<file path="config.mk">
export PLATFORM = sky130hd
export DESIGN_NAME = lif_setup_driver
export DESIGN_NICKNAME = d
export VERILOG_FILES = /design/src/rtl/lif_setup_pkg.sv /design/src/rtl/lif_byte_serializer.sv /design/src/rtl/lif_setup_driver.sv
export SDC_FILE = /design/constraint.sdc
export NUM_CORES = 1
export LEC_CHECK = 0
export BUFFER_PORTS_ARGS = -buffer_cell sky130_fd_sc_hd__buf_2
export CORE_ASPECT_RATIO = 0.8
export CORE_MARGIN = 4
export CORE_UTILIZATION = 62
export DETAILED_ROUTE_END_ITERATION = 12
export PLACE_DENSITY_LB_ADDON = 0.05
export SKIP_CTS_REPAIR_TIMING = 1
export SLEW_MARGIN = 20
export SYNTH_ARGS = -nofsm -noshare
export SYNTH_HDL_FRONTEND = slang
export SYNTH_HIERARCHICAL = 1
export SYNTH_SLANG_ARGS = --single-unit
export TNS_END_PERCENT = 10
</file>
<file path="constraint.sdc">
create_clock -name clk -period 8.91 [get_ports clk]
set_input_delay 1.782 -clock clk [delete_from_list [all_inputs] [get_ports clk]]
set_output_delay 1.782 -clock clk [all_outputs]
set_load 0.02 [all_outputs]
</file>
<file path="src/rtl/lif_setup_pkg.sv">
// Shared op-codes, FSM states and sizing helper for the LIF setup/execute driver.
package lif_setup_pkg;

    localparam logic [2:0] OP_INPUTS    = 3'b000;
    localparam logic [2:0] OP_WEIGHTS   = 3'b001;
    localparam logic [2:0] OP_THRESHOLD = 3'b010;
    localparam logic [2:0] OP_BIAS      = 3'b011;
    localparam logic [2:0] OP_SHIFT     = 3'b100;
    localparam logic [2:0] OP_ILLEGAL   = 3'b101;
    localparam logic [2:0] OP_BATCHNORM = 3'b110;
    localparam logic [2:0] OP_RUN       = 3'b111;

    // Control code driven whenever no field is being written; rewrites the shift field.
    localparam logic [2:0] CTRL_IDLE = 3'b100;

    typedef enum logic [1:0] {
        ST_IDLE,
        ST_SEND,
        ST_RUN,
        ST_RESP
    } state_t;

    function automatic int vec_bytes(input int n_stages);
        int inputs;
        inputs = 1 << n_stages;
        return (inputs / 8 > 1) ? inputs / 8 : 1;
    endfunction

endpackage

</file>
<file path="src/rtl/lif_byte_serializer.sv">
// Loads up to MAX_BYTES bytes and presents them MSB-first, one byte per shift.
module lif_byte_serializer #(
    parameter int MAX_BYTES = 4
) (
    input  logic                           clk,
    input  logic                           rst_n,
    input  logic                           load,
    input  logic                           shift,
    input  logic [MAX_BYTES*8-1:0]         load_data,
    input  logic [$clog2(MAX_BYTES+1)-1:0] load_len,
    output logic [7:0]                     byte_out,
    output logic                           last
);

    localparam int LEN_W = $clog2(MAX_BYTES + 1);

    logic [MAX_BYTES*8-1:0] shreg;
    logic [LEN_W-1:0]       left;

    always_ff @(posedge clk) begin
        if (!rst_n) begin
            shreg <= '0;
            left  <= '0;
        end else if (load) begin
            // Left-align so the most significant loaded byte sits in the output slot.
            shreg <= load_data << (8 * (MAX_BYTES - int'(load_len)));
            left  <= load_len;
        end else if (shift && left != '0) begin
            shreg <= shreg << 8;
            left  <= left - 1'b1;
        end
    end

    assign byte_out = shreg[MAX_BYTES*8-1 -: 8];
    assign last     = (left == LEN_W'(1));

endmodule

</file>
<file path="src/rtl/lif_setup_driver.sv">
// Host-side driver: serialises field writes onto the neuron setup bus and runs
// execute windows while counting LIF/PWM spikes.
module lif_setup_driver
    import lif_setup_pkg::*;
#(
    parameter int N_STAGES = 5,
    parameter int CNT_BITS = 16
) (
    input  logic                clk,
    input  logic                rst_n,
    input  logic                cmd_valid,
    output logic                cmd_ready,
    input  logic [2:0]          cmd_op,
    input  logic [31:0]         cmd_data,
    output logic [7:0]          data_out,
    output logic [2:0]          setup_control,
    output logic                setup_sync,
    output logic                execute,
    input  logic                spike_lif,
    input  logic                spike_pwm,
    output logic                rsp_valid,
    input  logic                rsp_ready,
    output logic [CNT_BITS-1:0] rsp_lif_count,
    output logic [CNT_BITS-1:0] rsp_pwm_count
);

    localparam int VEC_BYTES = vec_bytes(N_STAGES);
    localparam int VEC_W     = VEC_BYTES * 8;
    localparam int LEN_W     = $clog2(VEC_BYTES + 1);

    state_t              state;
    logic [CNT_BITS-1:0] run_left;
    logic                exec_d;
    logic [2:0]          shadow_shift;
    logic [VEC_W-1:0]    vec_data;
    logic [VEC_W-1:0]    load_data;
    logic [LEN_W-1:0]    load_len;
    logic                load;
    logic [7:0]          ser_byte;
    logic                ser_last;

    // Vector fields wider than the command word are zero-extended.
    generate
        for (genvar gi = 0; gi < VEC_W; gi++) begin : g_vec
            if (gi < 32) begin : g_bit
                assign vec_data[gi] = cmd_data[gi];
            end else begin : g_pad
                assign vec_data[gi] = 1'b0;
            end
        end
    endgenerate

    always_comb begin
        load_data = VEC_W'(cmd_data[7:0]);
        load_len  = LEN_W'(1);
        if (cmd_op == OP_INPUTS || cmd_op == OP_WEIGHTS) begin
            load_data = vec_data;
            load_len  = LEN_W'(VEC_BYTES);
        end
    end

    assign load = (state == ST_IDLE) && cmd_valid &&
                  (cmd_op != OP_RUN) && (cmd_op != OP_ILLEGAL);

    lif_byte_serializer #(
        .MAX_BYTES (VEC_BYTES)
    ) u_ser (
        .clk       (clk),
        .rst_n     (rst_n),
        .load      (load),
        .shift     (state == ST_SEND),
        .load_data (load_data),
        .load_len  (load_len),
        .byte_out  (ser_byte),
        .last      (ser_last)
    );

    assign data_out = (state == ST_SEND) ? ser_byte : {5'b0, shadow_shift};

    always_ff @(posedge clk) begin
        if (!rst_n) begin
            state         <= ST_IDLE;
            cmd_ready     <= 1'b1;
            execute       <= 1'b0;
            exec_d        <= 1'b0;
            setup_sync    <= 1'b0;
            setup_control <= CTRL_IDLE;
            rsp_valid     <= 1'b0;
            rsp_lif_count <= '0;
            rsp_pwm_count <= '0;
            shadow_shift  <= 3'b000;
            run_left      <= '0;
        end else begin
            exec_d     <= execute;
            setup_sync <= 1'b0;
            case (state)
                ST_IDLE: begin
                    if (cmd_valid) begin
                        if (cmd_op == OP_RUN) begin
                            rsp_lif_count <= '0;
                            rsp_pwm_count <= '0;
                            run_left      <= cmd_data[CNT_BITS-1:0];
                            cmd_ready     <= 1'b0;
                            if (cmd_data[CNT_BITS-1:0] == '0) begin
                                state     <= ST_RESP;
                                rsp_valid <= 1'b1;
                            end else begin
                                state   <= ST_RUN;
                                execute <= 1'b1;
                            end
                        end else if (cmd_op != OP_ILLEGAL) begin
                            state         <= ST_SEND;
                            cmd_ready     <= 1'b0;
                            setup_sync    <= 1'b1;
                            setup_control <= cmd_op;
                            if (cmd_op == OP_SHIFT) begin
                                shadow_shift <= cmd_data[2:0];
                            end
                        end
                    end
                end
                ST_SEND: begin
                    if (ser_last) begin
                        state         <= ST_IDLE;
                        cmd_ready     <= 1'b1;
                        setup_control <= CTRL_IDLE;
                    end
                end
                ST_RUN: begin
                    if (execute) begin
                        run_left <= run_left - 1'b1;
                        if (run_left == CNT_BITS'(1)) begin
                            execute <= 1'b0;
                        end
                    end
                    // Spikes lag execute by one cycle, so sample while the delayed copy is high.
                    if (exec_d) begin
                        if (spike_lif && rsp_lif_count != '1) begin
                            rsp_lif_count <= rsp_lif_count + 1'b1;
                        end
                        if (spike_pwm && rsp_pwm_count != '1) begin
                            rsp_pwm_count <= rsp_pwm_count + 1'b1;
                        end
                        if (!execute) begin
                            state     <= ST_RESP;
                            rsp_valid <= 1'b1;
                        end
                    end
                end
                ST_RESP: begin
                    if (rsp_ready) begin
                        state     <= ST_IDLE;
                        rsp_valid <= 1'b0;
                        cmd_ready <= 1'b1;
                    end
                end
                default: state <= ST_IDLE;
            endcase
        end
    end

endmodule

</file>
==> impl_metrics.yaml, run 1 <==
sta:
  hold_viol: 0
  setup_violations: 0
  relSlewSlack_pct: 41.3
  post-route-min-period_ns: 4.50
  fin_hold_ws_ns: 0.472
  finalMaxSlewViolations: 0
  layout_setup_ws_ns: 4.41
  timing.final.crit_share_pct: 50.5
  fin_worst_skew_ns: 0.00483
  timing.fmax_ghz: 0.222
  tightest_slew_ns: 0.881
  setup_tns_ns: 0
  rsz0062_at_grt: "no"
status:
  status: "finished clean"
cells_and_area:
  final_layout_size_suffix_gt1_share_pct: 18.5
  fin_area_mm2: 0.00646
  nets: 811
  multi_input_comb_area_mm2: 0.00356
  seqCellArea_mm2: 0.00192
  nFillCells: 769
  area_growth_pct: 11.3
  final_cells: 882
  antennaDiodeCount: 0
  final_cell_mix: "96 x dfxtp_1, 87 x buf_2, 62 x o21ai_0"
  final_core_util_pct: 71.1
  mostFrequentLayoutCell: "dfxtp_1"
detailed_routing:
  wirelength_mm: 16.1
  drc: 0
  wl_per_cell_um: 18.2
  wl_met1_mm: 7.43
  firstDrtPassIters: 6
  drtIter0Drc: 673
  route.met3.wl_mm: 1.35
  wl_met2_mm: 7.08
  final_antenna_net_count: 0
  routed_via_density: 6.60
  via_count: 5817
  highest_layer: "met4"
cts:
  cts_buffer_depth: 2
  cts_tree: "yes"
  path_clk_slew_ns: 0.06
  root_buffer: "clkbuf_16"
  clk_latency_ns: 0.34
  cts_sinks: 96
  cts_inserted_buffers: 9
  htreeDepth: 3
yosys:
  synthTopCellsByArea: "dfxtp_1 33%, o21ai_0 5.3%, a21oi_1 4.8%, and2_1 3.6%, nor2_1 3.2%"
  mappedNetlistArea_mm2: 0.00580
  ys_seq_area_share_pct: 33.1
  synth.ff_latch_count: 96
  syn_area_per_cell_um2: 8.18
  synthArstFlopShare_pct: 0
  synth_top_area_cell: "dfxtp_1"
  ys.flop_type: "dfxtp_1"
  ys_warn_count: 6
  synth-edff-count: 0
  syn_inst: 709
  synth.distinct_cells: 74
  yosysTopAreaCellShare_pct: 33.1
critical_path:
  crit_arrival_ns: 4.76
  cp.required_ns: 9.17
  criticalPathCategory: "input pin to flip-flop"
  ff2ff_path_depth: 7
  critPathCapture: "u_ser/shreg[22]$_SDFFE_PN0P_"
  startpoint_type: "input pin"
  startpoint: "cmd_op[1]"
  rr_startpoint: "state[1]$_SDFFE_PN0P_"
  worstPathMaxFanout: 32
  rrSetupSlack_ns: 5.91
  reg2reg_to: "u_ser/shreg[22]$_SDFFE_PN0P_"
  cp-end-kind: "flip-flop"
floorplanning:
  start_util_pct: 63.9
  num_rows: 31
  core_mm2: 0.00908
  ioPinCount: 88
  die_y_um: 94.5
  die_area_mm2: 0.0110
  dieWidth_um: 116
global_routing:
  grt_overflow: 0
  grt_pass1_wl_mm: 25.7
  grt_usage_pct: 29.2
  grt_pass1_vias: 5187
  grt_antenna_before_repair: 0
  grt_max_degree: 73
worst_hold_path:
  hp-class: "flip-flop to flip-flop"
power_and_ir_drop:
  power_density_mw_per_mm2: 214
  report.power.total_mw: 1.38
  p_leak_nw: 2.53
  irDropWorstVdd_uv: 145
place:
  dp_slack_ns: 4.17
  dpl.hpwl_mm: 11.1
  placed_cell_area_mm2: 0.00617
  place_congestion: 0.862
  placed_cells: 866
  port_buffers: 87
run:
  max_cap_viol_count: 0
-- layout make-up --
class	instances	share of cell area (%)
clock buffers	13	4.19
multi-input cells	546	55.2
inverters	15	0.872
clock inverters	3	0.233
flip-flops and latches	96	29.8
well taps	115	2.23
repair buffers	94	7.56
-- report_power, final --
part	switching, mW	internal, mW	leakage [nW]
logic	0.294	0.173	1.61
registers	0.0537	0.493	0.780
clock network	0.159	0.211	0.145
-- per-layer routing --
| metal | vias to the layer above | GRT usage, % |
|---|---|---|
| met5 | - | 0 |
| met4 | 0 | 8.31 |
| met3 | 26 | 5.51 |
| met2 | 281 | 43.8 |
| met1 | 2767 | 42.7 |
| li1 | 2743 | - |
-- worst min-delay path by stage --
stage                             startpoint                            end  slack [ns]  depth (start not counted)
6_report       setup_control[0]$_SDFFE_PN0P_  setup_control[0]$_SDFFE_PN0P_        0.47                          2
5_1_grt        setup_control[1]$_SDFFE_PN0P_  setup_control[1]$_SDFFE_PN0P_        0.49                          2
4_1_cts        setup_control[0]$_SDFFE_PN0P_  setup_control[0]$_SDFFE_PN0P_        0.47                          2
3_5_place_dp          cmd_ready$_SDFFE_PN1P_         cmd_ready$_SDFFE_PN1P_        0.46                          2
3_3_place_gp          rsp_valid$_SDFFE_PN0P_         rsp_valid$_SDFFE_PN0P_        0.45                          1
2_1_floorplan       run_left[1]$_SDFFE_PN0P_       run_left[1]$_SDFFE_PN0P_        0.46                          2
-- critical path: stages --
cell	delay, ns
buf_2	0.13
nor2_1	0.10
buf_4	0.29
inv_1	0.41
inv_1	0.39
ha_1	0.35
and2b_1	0.41
a21boi_4	0.51
a22oi_1	0.17
a21oi_1	0.20
-- cells by family (layout without fill, tap and decap cells) --
| group | Yosys count | count (layout) | synth area share [%] |
|---|---|---|---|
| mux | 26 | 26 | 4.90 |
| flops | 96 | 96 | 33.1 |
| xor+xnor | 4 | 4 | 0.604 |
| simple gates | 253 | 253 | 24.5 |
| fa+ha+maj | 8 | 8 | 1.73 |
| compound gates | 251 | 251 | 29.4 |
| other cells | 1 | 4 | 0.0646 |
| buf+inv | 70 | 125 | 5.71 |
-- synthesized netlist by cell type, types with 6 or more instances --
cell type / count
nor2b_1: 18
nand2b_1: 9
nand2_1: 47
mux2i_1: 7
a22oi_1: 10
a31oi_1: 9
o31ai_1: 6
a2bb2oi_1: 8
o21ai_0: 62
o21a_1: 15
nor4_1: 9
and3_1: 8
clkbuf_1: 24
buf_2: 12
o21ai_1: 6
inv_1: 11
nor3_1: 11
a21oi_1: 56
nor2_1: 50
o211a_1: 6
mux2_1: 7
nand3_1: 21
o221a_1: 9
mux2_2: 12
and2_1: 33
buf_4: 12
nand4_1: 15
ha_1: 8
a32oi_1: 16
o211ai_1: 8
dfxtp_1: 96
a211oi_1: 7
-- registers in the layout, indices dropped and copies added (netlist names) --
register       cells
run_left          16
execute            1
shadow_shift       3
rsp_lif_count     16
u_ser/shreg       32
rsp_pwm_count     16
u_ser/left         3
setup_control      3
setup_sync         1
state              2
exec_d             1
rsp_valid          1
cmd_ready          1
(Power assumes the default switching activity.)
==> run 2, diff against run 1 <==
--- a/config.mk
+++ b/config.mk
@@ -8,7 +8,7 @@
 export BUFFER_PORTS_ARGS = -buffer_cell sky130_fd_sc_hd__buf_2
 export CORE_ASPECT_RATIO = 0.8
 export CORE_MARGIN = 4
-export CORE_UTILIZATION = 62
+export CORE_UTILIZATION = 58
 export DETAILED_ROUTE_END_ITERATION = 12
 export PLACE_DENSITY_LB_ADDON = 0.05
 export SKIP_CTS_REPAIR_TIMING = 1
==> constraint.sdc (replaced) <==
create_clock -name clk -period 4.5 [get_ports clk]
set_input_delay 0.9 -clock clk [delete_from_list [all_inputs] [get_ports clk]]
set_output_delay 0.9 -clock clk [all_outputs]
set_load 0.02 [all_outputs]
==> run 2 against run 1 <==
Critical path depth up 1; via count increased by 0.64%; clock-buffer cell count is 1 lower; setup slack worse by 3.4 ns; global-route usage shrank 0.16 points; total power increased by 100%; combinational power grew 100%; critical path type unchanged.
==> impl_metrics.yaml, run 2 (synthesized netlist as in run 1, its figures left out) <==
run:
  max_cap_viol_count: 0
sta:
  tightest_slew_ns: 0.991
  post-route-min-period_ns: 3.45
  timing.fmax_ghz: 0.290
  finalMaxSlewViolations: 0
  setup_violations: 0
  fin_worst_skew_ns: 0.00513
  layout_setup_ws_ns: 1.05
  hold_viol: 0
  relSlewSlack_pct: 33.9
  rsz0062_at_grt: "no"
  setup_tns_ns: 0
  timing.final.crit_share_pct: 76.6
critical_path:
  path_buf_inv: 5
  worstPathMaxFanout: 32
  cp-end-kind: "flip-flop"
  startpoint_type: "input pin"
  cp_cell_sequence: "buf_2 -> nor2_1 -> buf_4 -> inv_1 -> buf_4 -> inv_1 -> ha_1 -> and2b_1 -> a21boi_4 -> a22oi_1 -> a21oi_1"
  cp_slowest_stage_delay_ns: 0.53
  rr_startpoint: "state[1]$_SDFFE_PN0P_"
  cp_slowest_cell: "a21boi_4"
  rrSetupSlack_ns: 1.42
  reg2reg_to: "u_ser/shreg[22]$_SDFFE_PN0P_"
  cp_top_family: "buffers and inverters"
  criticalPathCategory: "input pin to flip-flop"
  crit_arrival_ns: 3.73
  cp.required_ns: 4.78
  ff2ff_path_depth: 7
floorplanning:
  core_mm2: 0.00969
  num_rows: 32
  dieWidth_um: 120
  start_util_pct: 59.9
  ioPinCount: 88
  die_y_um: 97.5
  die_area_mm2: 0.0117
cells_and_area:
  mostFrequentLayoutCell: "dfxtp_1"
  antennaDiodeCount: 0
  final_layout_size_suffix_gt1_share_pct: 18.4
  nets: 811
  largest_register_ffs: 32
  final_cells: 903
  area_growth_pct: 11.8
  final_cell_mix: "96 x dfxtp_1, 87 x buf_2, 62 x o21ai_0"
  top_register: "u_ser/shreg"
power_and_ir_drop:
  power_density_mw_per_mm2: 429
  irDropWorstVdd_uv: 327
  p_leak_nw: 2.53
detailed_routing:
  wl_per_cell_um: 19.0
  drc: 0
  via_count: 5854
  final_antenna_net_count: 0
  wirelength_mm: 17.2
  routed_via_density: 6.48
  firstDrtPassIters: 6
  drtIter0Drc: 653
cts:
  path_clk_slew_ns: 0.07
  cts_buffer_depth: 2
  root_buffer: "clkbuf_16"
  cts_sinks: 96
  clk_latency_ns: 0.35
  cts_tree: "yes"
  cts_inserted_buffers: 9
  htreeDepth: 3
global_routing:
  grt_usage_pct: 29.0
  grt_max_degree: 40
  grt_pass1_wl_mm: 27.8
  grt_overflow: 0
  grt_pass1_vias: 5431
  grt_antenna_before_repair: 0
worst_hold_path:
  hp-class: "flip-flop to flip-flop"
  whs_path_depth: 2
  min_to: "setup_control[0]$_SDFFE_PN0P_"
  min_from: "setup_control[0]$_SDFFE_PN0P_"
place:
  port_buffers: 87
  placed_cells: 887
  dpl.hpwl_mm: 11.6
  dp_slack_ns: 0.799
  place_congestion: 0.924
status:
  status: "finished clean"
-- run 2: cell count changes in the layout (fill, tap and decap cells not counted) --
cell / delta
clkbuf_8: -3
clkbuf_1: +2
bufinv_16: +1
o21ai_1: -1
o21ai_2: +1
-- run 2: stage by stage --
stage | power (mW) | utilization [%] | hold slack [ns] | cell area [um2]
2_1_floorplan | 1.80 | - | 0.455 | 5810
3_3_place_gp | 1.98 | 64.0 | 0.451 | 6200
3_5_place_dp | 2.00 | 64.0 | 0.460 | 6200
4_1_cts | 2.76 | 66.9 | 0.475 | 6480
5_1_grt | 2.92 | 66.9 | 0.499 | 6480
6_report | 2.78 | 66.9 | 0.468 | 6480
-- run 2: cell type report --
cell class / instances / area [um2]
multi-input combinational: 546 / 3570
fill: 832 / 3210
sequential: 96 / 1920
timing repair buffer: 94 / 488
clock buffer: 12 / 236
tap: 136 / 170
inverter: 15 / 56.3
clock inverter: 4 / 45.0
-- run 2: worst max path at each step --
stage                   start                            to  slack (ns)  cells after the start
floorplan           cmd_op[1]  u_ser/shreg[21]$_SDFFE_PN0P_        1.24                     12
global placement    cmd_op[1]  u_ser/shreg[22]$_SDFFE_PN0P_        0.92                     11
detailed placement  cmd_op[1]  u_ser/shreg[22]$_SDFFE_PN0P_        0.80                     11
CTS                 cmd_op[1]  u_ser/shreg[22]$_SDFFE_PN0P_        1.14                     11
global route        cmd_op[1]  u_ser/shreg[22]$_SDFFE_PN0P_        0.90                     11
finish              cmd_op[1]  u_ser/shreg[22]$_SDFFE_PN0P_        1.05                     11
-- run 2: routing by layer --
layer	vias up	routed length (um)	global-route usage [%]
met2	286	7520	42.4
met5	-	0	0
met3	36	1460	5.53
met1	2781	7800	42.7
met4	0	398	9.68
li1	2751	-	-
-- run 2: tightest hold or removal path, delay by kind of cell (launching register included) --
family           cells  cell delay [ns]
AND/OR/NAND/NOR      1             0.06
AO/OA/AOI/OAI        1             0.05
flip-flops           1             0.31
-- run 2: power breakdown --
part	total, mW	switching [mW]	internal [mW]
registers	1.08	0.106	0.975
clock network	0.759	0.330	0.429
logic	0.942	0.602	0.339
